**src/rtl/vram_writer.sv**
```systemverilog
// rtl/vram_writer.sv - buffered VRAM write port with hardware screen clear
module vram_writer #(
  parameter int ADDR_WIDTH = 20,
  parameter int DATA_WIDTH = 16,
  parameter int FIFO_DEPTH = 8,
  parameter int CLEAR_BASE = 0,
  parameter int CLEAR_LEN  = 2000,
  parameter int BLANK_ONLY = 1
) (
  input  logic                          clk,
  input  logic                          rst,
  input  logic                          req_valid,
  output logic                          req_ready,
  input  logic [ADDR_WIDTH-1:0]         req_address,
  input  logic [DATA_WIDTH-1:0]         req_data,
  input  logic                          clear_start,
  input  logic [DATA_WIDTH-1:0]         clear_data,
  input  logic                          video_enable,
  output logic                          w_enable,
  output logic [ADDR_WIDTH-1:0]         w_address,
  output logic [DATA_WIDTH-1:0]         w_data,
  output logic [$clog2(FIFO_DEPTH):0]   fifo_count,
  output logic                          busy
);

  localparam int PTR_W = $clog2(FIFO_DEPTH);
  localparam int CNT_W = $clog2(FIFO_DEPTH) + 1;
  localparam int CLR_W = $clog2(CLEAR_LEN) + 1;
  localparam logic [CLR_W-1:0] CLR_LAST = CLR_W'(CLEAR_LEN - 1);

  typedef enum logic [1:0] {IDLE, WAIT_DRAIN, CLEAR} state_t;

  state_t                  state, state_next;
  logic [ADDR_WIDTH-1:0]   mem_addr [FIFO_DEPTH];
  logic [DATA_WIDTH-1:0]   mem_data [FIFO_DEPTH];
  logic [PTR_W-1:0]        wr_ptr, rd_ptr;
  logic [CNT_W-1:0]        count;
  logic [CLR_W-1:0]        clr_cnt;
  logic [DATA_WIDTH-1:0]   fill;
  logic [ADDR_WIDTH-1:0]   clr_addr;
  logic                    allow, empty, full, push, pop, clr_wr;

  // Writes are permitted either always or only while the display is blanked.
  assign allow    = (BLANK_ONLY == 0) || !video_enable;
  assign empty    = (count == '0);
  assign full     = (count == CNT_W'(FIFO_DEPTH));
  assign push     = req_valid && req_ready;
  assign clr_addr = ADDR_WIDTH'(CLEAR_BASE) + ADDR_WIDTH'(clr_cnt);
  assign fifo_count = count;
  assign busy     = (state != IDLE) || !empty || w_enable;

  // State register.
  always_ff @(posedge clk or posedge rst) begin
    if (rst) state <= IDLE;
    else     state <= state_next;
  end

  // Next-state: a clear waits for queued CPU writes before filling.
  always_comb begin
    state_next = state;
    case (state)
      IDLE:       if (clear_start) state_next = WAIT_DRAIN;
      WAIT_DRAIN: if (empty) state_next = CLEAR;
      CLEAR:      if (clr_wr && (clr_cnt == CLR_LAST)) state_next = IDLE;
      default:    state_next = IDLE;
    endcase
  end

  // Per-state control: CPU accept, FIFO drain and clear writes.
  always_comb begin
    req_ready = 1'b0;
    pop       = 1'b0;
    clr_wr    = 1'b0;
    case (state)
      IDLE: begin
        req_ready = !rst && !full;
        pop       = allow && !empty;
      end
      WAIT_DRAIN: pop = allow && !empty;
      CLEAR:      clr_wr = allow;
      default: ;
    endcase
  end

  // FIFO storage; contents need no reset since the pointers define validity.
  always_ff @(posedge clk) begin
    if (push) begin
      mem_addr[wr_ptr] <= req_address;
      mem_data[wr_ptr] <= req_data;
    end
  end

  // FIFO pointers and occupancy; power-of-two depth lets pointers wrap naturally.
  always_ff @(posedge clk or posedge rst) begin
    if (rst) begin
      wr_ptr <= '0;
      rd_ptr <= '0;
      count  <= '0;
    end else begin
      if (push) wr_ptr <= wr_ptr + PTR_W'(1);
      if (pop)  rd_ptr <= rd_ptr + PTR_W'(1);
      case ({push, pop})
        2'b10:   count <= count + CNT_W'(1);
        2'b01:   count <= count - CNT_W'(1);
        default: count <= count;
      endcase
    end
  end

  // Fill value capture and clear progress counter.
  always_ff @(posedge clk or posedge rst) begin
    if (rst) begin
      fill    <= '0;
      clr_cnt <= '0;
    end else begin
      if (state == IDLE && clear_start) fill <= clear_data;
      if (state == WAIT_DRAIN)          clr_cnt <= '0;
      else if (clr_wr)                  clr_cnt <= (clr_cnt == CLR_LAST) ? '0 : clr_cnt + CLR_W'(1);
    end
  end

  // Registered VRAM write port; address and data hold between strobes.
  always_ff @(posedge clk or posedge rst) begin
    if (rst) begin
      w_enable  <= 1'b0;
      w_address <= '0;
      w_data    <= '0;
    end else begin
      w_enable <= pop || clr_wr;
      if (pop) begin
        w_address <= mem_addr[rd_ptr];
        w_data    <= mem_data[rd_ptr];
      end else if (clr_wr) begin
        w_address <= clr_addr;
        w_data    <= fill;
      end
    end
  end

endmodule

```
**config.mk**
```make
export PLATFORM = sky130hd
export DESIGN_NAME = vram_writer
export DESIGN_NICKNAME = d
export VERILOG_FILES = /design/src/rtl/vram_writer.sv
export SDC_FILE = /design/constraint.sdc
export NUM_CORES = 1
export LEC_CHECK = 0
export CAP_MARGIN = 10
export CORE_MARGIN = 8
export CORE_UTILIZATION = 49
export CTS_CLUSTER_DIAMETER = 30
export DETAILED_ROUTE_END_ITERATION = 8
export PLACE_DENSITY = 0.74
export SLEW_MARGIN = 10
export SYNTH_ARGS = -nofsm -noshare
export SYNTH_HDL_FRONTEND = slang
export SYNTH_SLANG_ARGS = --single-unit
```
**constraint.sdc**
```tcl
create_clock -name clk -period 5.12 [get_ports clk]
set_clock_uncertainty 0.05 [all_clocks]
set_input_delay 1.024 -clock clk [delete_from_list [all_inputs] [get_ports clk]]
set_output_delay 1.024 -clock clk [all_outputs]
set_load 0.005 [all_outputs]
```
==> results.yml, run 1 <==
logic_synthesis:
  synthMostInstantiatedCell: "edfxtp_1"
  async_reset_ff_share_pct: 21.10
  synth_top_area_share_pct: 60.33
  ys_types: 52
  synth.net_count: 840
  syn_area_mm2: 0.01433
  synthCells: 777
  synth_edf_count: 288
  yosys.area.top_type: "edfxtp_1"
  synth_area_per_cell_um2: 18.45
  yosys_register_bits: 365
  netlist_top_cells_area: "edfxtp_1 (60%), dfrtp_1 (13%), mux4_2 (11%), nand2_1 (1.8%), a211oi_1 (1.6%)"
  ys.flop_type: "edfxtp_1"
  yosys-top-cells-count: "edfxtp_1 (288), dfrtp_1 (77), mux4_2 (72), nand2_1 (70)"
  ys_seq_area_share_pct: 73.77
  yosys_warnings: 0
floorplan:
  rows: 62
  io_pins: 100
  fp.dieW_um: 187.0
  die_area_mm2: 0.03498
  coreArea_mm2: 0.02878
  start_util_pct: 49.81
  die-height_um: 187.0
placed_design:
  post-place-ws_ns: 1.243
  dp_hpwl_um: 17760
  place_congestion: 0.7599
  port_buffers: 99
run_status:
  status: "complete, no violations"
power:
  powerDensity_mw_per_mm2: 587.8
  ir_worst_vdd_v: 0.0003221
  p_leak_nw: 6.277
timing:
  worst_pin_slew_ns: 1.030
  fmax_ghz: 0.2690
  drv_slew: 0
  fin_crit_ns: 3.717
  tns_ns: 0
  slew_headroom_pct: 31.28
  grt_setup_unrepaired: "no"
  fin_ws_ns: 1.403
  period_share_pct: 72.60
  setup_viol: 0
  finalHoldViolCount: 0
setup_path:
  cp-start-kind: "input port"
  worstSetupPathType: "in2out"
  crit_chain: "clkdlybuf4s50_1 > a2111oi_4 > clkdlybuf4s50_1"
  crit_slowest_cell: "clkdlybuf4s50_1"
  cp.required_ns: 4.05
  crit_arrival_ns: 2.64
  worstRegToRegCells: 5
  crit_top_cell: "clkdlybuf4s50_1"
  crit_path_max_fanout: 4
  slowest_delay_ns: 0.60
  r2r_slack_ns: 2.16
  endpoint_kind: "output pin"
global_routing:
  first_global_vias: 8565
  antenna_found_initial: 1
  grt_overflow_total: 0
  grt.total_usage_pct: 18.52
  grt_max_degree: 52
  grt_first_pass_wirelength_um: 50700
cts:
  cts_tree: "built"
  cts.repair.resized: 0
  clk_path_buf_depth: 3
  ctsHoldBuffers: 0
  cts_sinks: 365
  post-cts-setup-buffer-count: 0
  numCtsBuffers: 72
  h-tree-depth: 3
  clkSlewWorstSetupHoldPaths_ns: 0.04
  clk_latency_ns: 0.57
  cts-root-buf: "clkbuf_16"
cells_and_area:
  nets: 983
  layout-drive-gt1-share_pct: 24.51
  fill_cells: 1953
  area_growth_pct: 27.19
  antenna-diode-count: 0
  final_core_util_pct: 63.35
drt:
  dr.pass1.iters: 5
  post-route-drc-count: 0
  wl_per_cell_um: 23.32
  initialDrtViolationCount: 660
  routed_via_density: 5.759
  vias: 7849
  drtAntennaViolNets: 0
  wirelength_um: 31790
  highest_layer: "met5"
  drt-met1-wl_um: 13630
  wl_met3_um: 2118
  dr_wl_met2_um: 15260
run:
  drv_cap: 0
min_path:
  holdPathStages: 1
  hold_path_class: "reg2reg"
## report_power, final
group / internal [W] / switching, W / total, W / leakage (nW)
clock: 0.00305 / 0.00154 / 0.00459 / 1.18
combinational: 0.00122 / 0.000971 / 0.00219 / 1.58
sequential: 0.00353 / 0.000403 / 0.00394 / 3.51
## metal layers
| metal | vias up | GRT usage (%) |
|---|---|---|
| met5 | - | 0 |
| met4 | 2 | 6.995 |
| met3 | 68 | 4.959 |
| met2 | 266 | 29.10 |
| met1 | 4084 | 24.53 |
| li1 | 3429 | - |
## flip-flops by register name, indices dropped and copies added, names as in the netlist
signal      count
mem_addr      160
state           2
fill           16
w_data         16
w_address      20
wr_ptr          3
clr_cnt        12
fifo_count      4
w_enable        1
mem_data      128
rd_ptr          3
## worst max-delay path: cells and delay by family
family                 cells  cell delay (ns)
buffers and inverters      2             1.09
AO/OA/AOI/OAI              1             0.53
## cell usage in the layout, fill, tap and decap left out, types with 6 or more instances in the layout
cell type,instances
clkbuf_16,74
a221o_1,9
a31oi_1,30
edfxtp_1,288
mux2_2,17
bufinv_16,6
buf_4,15
o21ai_0,10
clkdlybuf4s50_1,99
nor3_1,6
clkinv_2,13
nand2_1,70
clkbuf_1,15
mux4_2,72
and3_1,11
nor2b_1,27
ha_1,6
a211oi_1,30
xnor2_1,7
nand3_1,10
dfrtp_1,74
## worst paths after layout
path / from / end
setup / recovery: rst / req_ready
hold / removal: fill[8] / fill[8]
setup reg to reg: fifo_count[0] / mem_data[6][0]
hold reg to reg: fill[8] / fill[8]
max in group asynchronous: rst / rd_ptr[0]
min in group asynchronous: rst / w_enable
## through the flow
step / cells / hold WS [ns] / area (µm²) / power, W
2_1_floorplan: 777 / 0.4175 / 14340 / 0.005324
3_3_place_gp: 1230 / 0.4389 / 15780 / 0.006125
5_1_grt: 1363 / 0.4697 / 18230 / 0.01120
6_report: 1363 / 0.4585 / 18230 / 0.01072
4_1_cts: 1363 / 0.4636 / 18230 / 0.01083
3_5_place_dp: 1230 / 0.4463 / 15780 / 0.006174
## layout make-up
| cell class | count | area, µm² | share of cell area [%] |
|---|---|---|---|
| repair buffers | 115 | 1124 | 6.163 |
| inverters | 7 | 27.53 | 0.1510 |
| multi-input cells | 359 | 3571 | 19.59 |
| clock buffers | 94 | 1977 | 10.84 |
| well taps | 384 | 480.5 | 2.635 |
| clock inverters | 39 | 471.7 | 2.587 |
| flip-flops and latches | 365 | 10580 | 58.04 |
## kinds of logic (layout without fill, tap and decap cells)
family	Yosys count	in the layout	synth area share, %
xor gates and xnor gates	10	10	0.6110
AOI/OAI and AO/OA	91	91	4.635
muxes	91	91	12.82
and+or+nand+nor	161	161	5.839
buffers and inverters	53	255	1.798
adders and majority gates	6	6	0.5237
DFF	365	365	73.77
No activity file was read; power rests on OpenSTA's default activity.
==> run 2, diff against run 1 <==
Clock period 5.12 ns to 3.3 ns, I/O delays scaled along.
==> run 2 against run 1 <==
Sequential share of layout area shrank 0.22 points. Global-route usage grew 0.16 points. Die area is the same. Critical endpoint unchanged. Final cell count grew 0.59%. Non-clock buffer count grew 19. Clock-buffer cell count shrank 11. Combinational power grew 65%. Critical path depth is the same. Power grew 52%. Setup slack lost 1.1 ns. Core utilization grew 0.24 points.
==> results.yml, run 2 (synthesis results as in run 1) <==
drt:
  post-route-drc-count: 0
  wl_per_cell_um: 23.62
  initialDrtViolationCount: 672
  drtAntennaViolNets: 0
  wirelength_um: 32380
  vias: 7990
  dr.pass1.iters: 5
  routed_via_density: 5.828
cts:
  cts_tree: "built"
  h-tree-depth: 3
  clk_latency_ns: 0.54
  cts_sinks: 365
  post-cts-setup-buffer-count: 0
  cts-root-buf: "clkbuf_16"
  cts.repair.resized: 0
  clkSlewWorstSetupHoldPaths_ns: 0.05
  clk_path_buf_depth: 3
  ctsHoldBuffers: 0
  numCtsBuffers: 67
cells_and_area:
  final_core_util_pct: 63.59
  nets: 997
  fin_area_mm2: 0.01830
  reg.largest.list: "mem_addr (160), mem_data (128), w_address (20)"
  area_growth_pct: 27.68
  multi_input_area_mm2: 0.003577
  largest_register_ffs: 160
  stdcell_count: 1371
  mostFrequentLayoutCells: "edfxtp_1 (288), clkdlybuf4s50_1 (99), dfrtp_1 (74)"
  layout-drive-gt1-share_pct: 25.15
  seq_area_mm2: 0.01058
  largest-register: "mem_addr"
  fill_cells: 1938
  final_common_cell: "edfxtp_1"
run_status:
  status: "complete, no violations"
timing:
  fmax_ghz: 0.3285
  fin_crit_ns: 3.044
  fin_hold_ws_ns: 0.4534
  grt_setup_unrepaired: "no"
  tns_ns: 0
  drv_slew: 0
  period_share_pct: 92.25
  setup_viol: 0
  slew_headroom_pct: 60.50
  finalHoldViolCount: 0
  worst_pin_slew_ns: 0.5890
setup_path:
  path_buf_inv: 1
  worstSetupPathType: "reg2out"
  timing.rr.start: "fifo_count[1]"
  reg2reg_to: "fifo_count[2]"
  crit_arrival_ns: 2.33
  cp.required_ns: 2.59
  worst_path_dominant_cell_family: "buffers and inverters"
  crit_chain: "nor3_1 > a2111oi_4 > clkdlybuf4s50_1"
  endpoint_kind: "output pin"
  r2r_slack_ns: 0.57
  worstRegToRegCells: 10
  slowest_delay_ns: 0.62
  crit_slowest_cell: "clkdlybuf4s50_1"
  crit_path_max_fanout: 8
  cp-start-kind: "register"
min_path:
  holdPathStages: 1
  min_to: "fill[0]"
  hold_path_class: "reg2reg"
  hp-start: "fill[0]"
placed_design:
  dp_hpwl_um: 18680
  port_buffers: 99
  place_congestion: 0.7398
  dp_cells: 1249
  dpl-instance-area_mm2: 0.01607
power:
  powerDensity_mw_per_mm2: 888.1
  p_sw_share_pct: 26.53
  power_switching_w: 0.004311
  ir_worst_vdd_v: 0.0004661
  pwr-share-seq_pct: 36.8
  internal-power_w: 0.01194
  p_leak_nw: 6.301
  combPwrFrac_pct: 22.3
  p_clk_share_pct: 40.9
global_routing:
  grt.total_usage_pct: 18.68
  grt_max_degree: 67
  grt_overflow_total: 0
  grt_first_pass_wirelength_um: 50510
  first_global_vias: 8550
  antenna_found_initial: 3
floorplan:
  coreArea_mm2: 0.02878
  fp.dieW_um: 187.0
  die_area_mm2: 0.03498
  die-height_um: 187.0
  rows: 62
  start_util_pct: 49.81
  io_pins: 100
run:
  drv_cap: 0
==> run 2: power groups by stage <==
stage	clock network (W)	registers (W)	logic, W
finish	0.00665	0.00598	0.00362
detailed placement	0	0.00606	0.00362
floorplan	0	0.00584	0.00243
global placement	0	0.00604	0.00356
CTS	0.00675	0.00599	0.00367
global route	0.00696	0.00606	0.00391
==> run 2: how the worst max path moves through the flow <==
| stage | start | to | slack (ns) | cells after the start |
|---|---|---|---|---|
| final | fifo_count[1] | req_ready | 0.26 | 3 |
| after global routing | fifo_count[1] | req_ready | 0.16 | 3 |
| after CTS | fifo_count[1] | req_ready | 0.21 | 3 |
| after detailed placement | rst | fifo_count[2] | 0.06 | 10 |
| after global placement | rst | fifo_count[2] | 0.09 | 10 |
| after floorplan | rst | mem_addr[2][0] | -1.02 | 3 |
==> run 2: through the flow <==
| stage | setup WS, ns | power, W |
|---|---|---|
| floorplan | -1.024 | 0.008266 |
| global placement | 0.09162 | 0.009609 |
| detailed placement | 0.06461 | 0.009679 |
| CTS | 0.2093 | 0.01642 |
| global route | 0.1644 | 0.01693 |
| finish | 0.2556 | 0.01625 |
==> run 2: per-layer routing <==
metal / GRT usage (%) / vias to the layer above / part of all wire, %
met3: 4.139 / 75 / 8.0
met4: 7.911 / 2 / 2.9
li1: - / 3462 / -
met1: 23.34 / 4082 / 39
met2: 31.18 / 369 / 50
met5: 0 / - / 0.040
==> run 2: final cells by class <==
cell class	instances	share of cell area, %
Clock inverter	38	2.188
Inverter	7	0.1504
Antenna cell	1	0.01367
Tap cell	384	2.625
Clock buffer	83	9.994
Timing Repair Buffer	134	7.670
Multi-Input combinational cell	359	19.54
Sequential cell	365	57.81
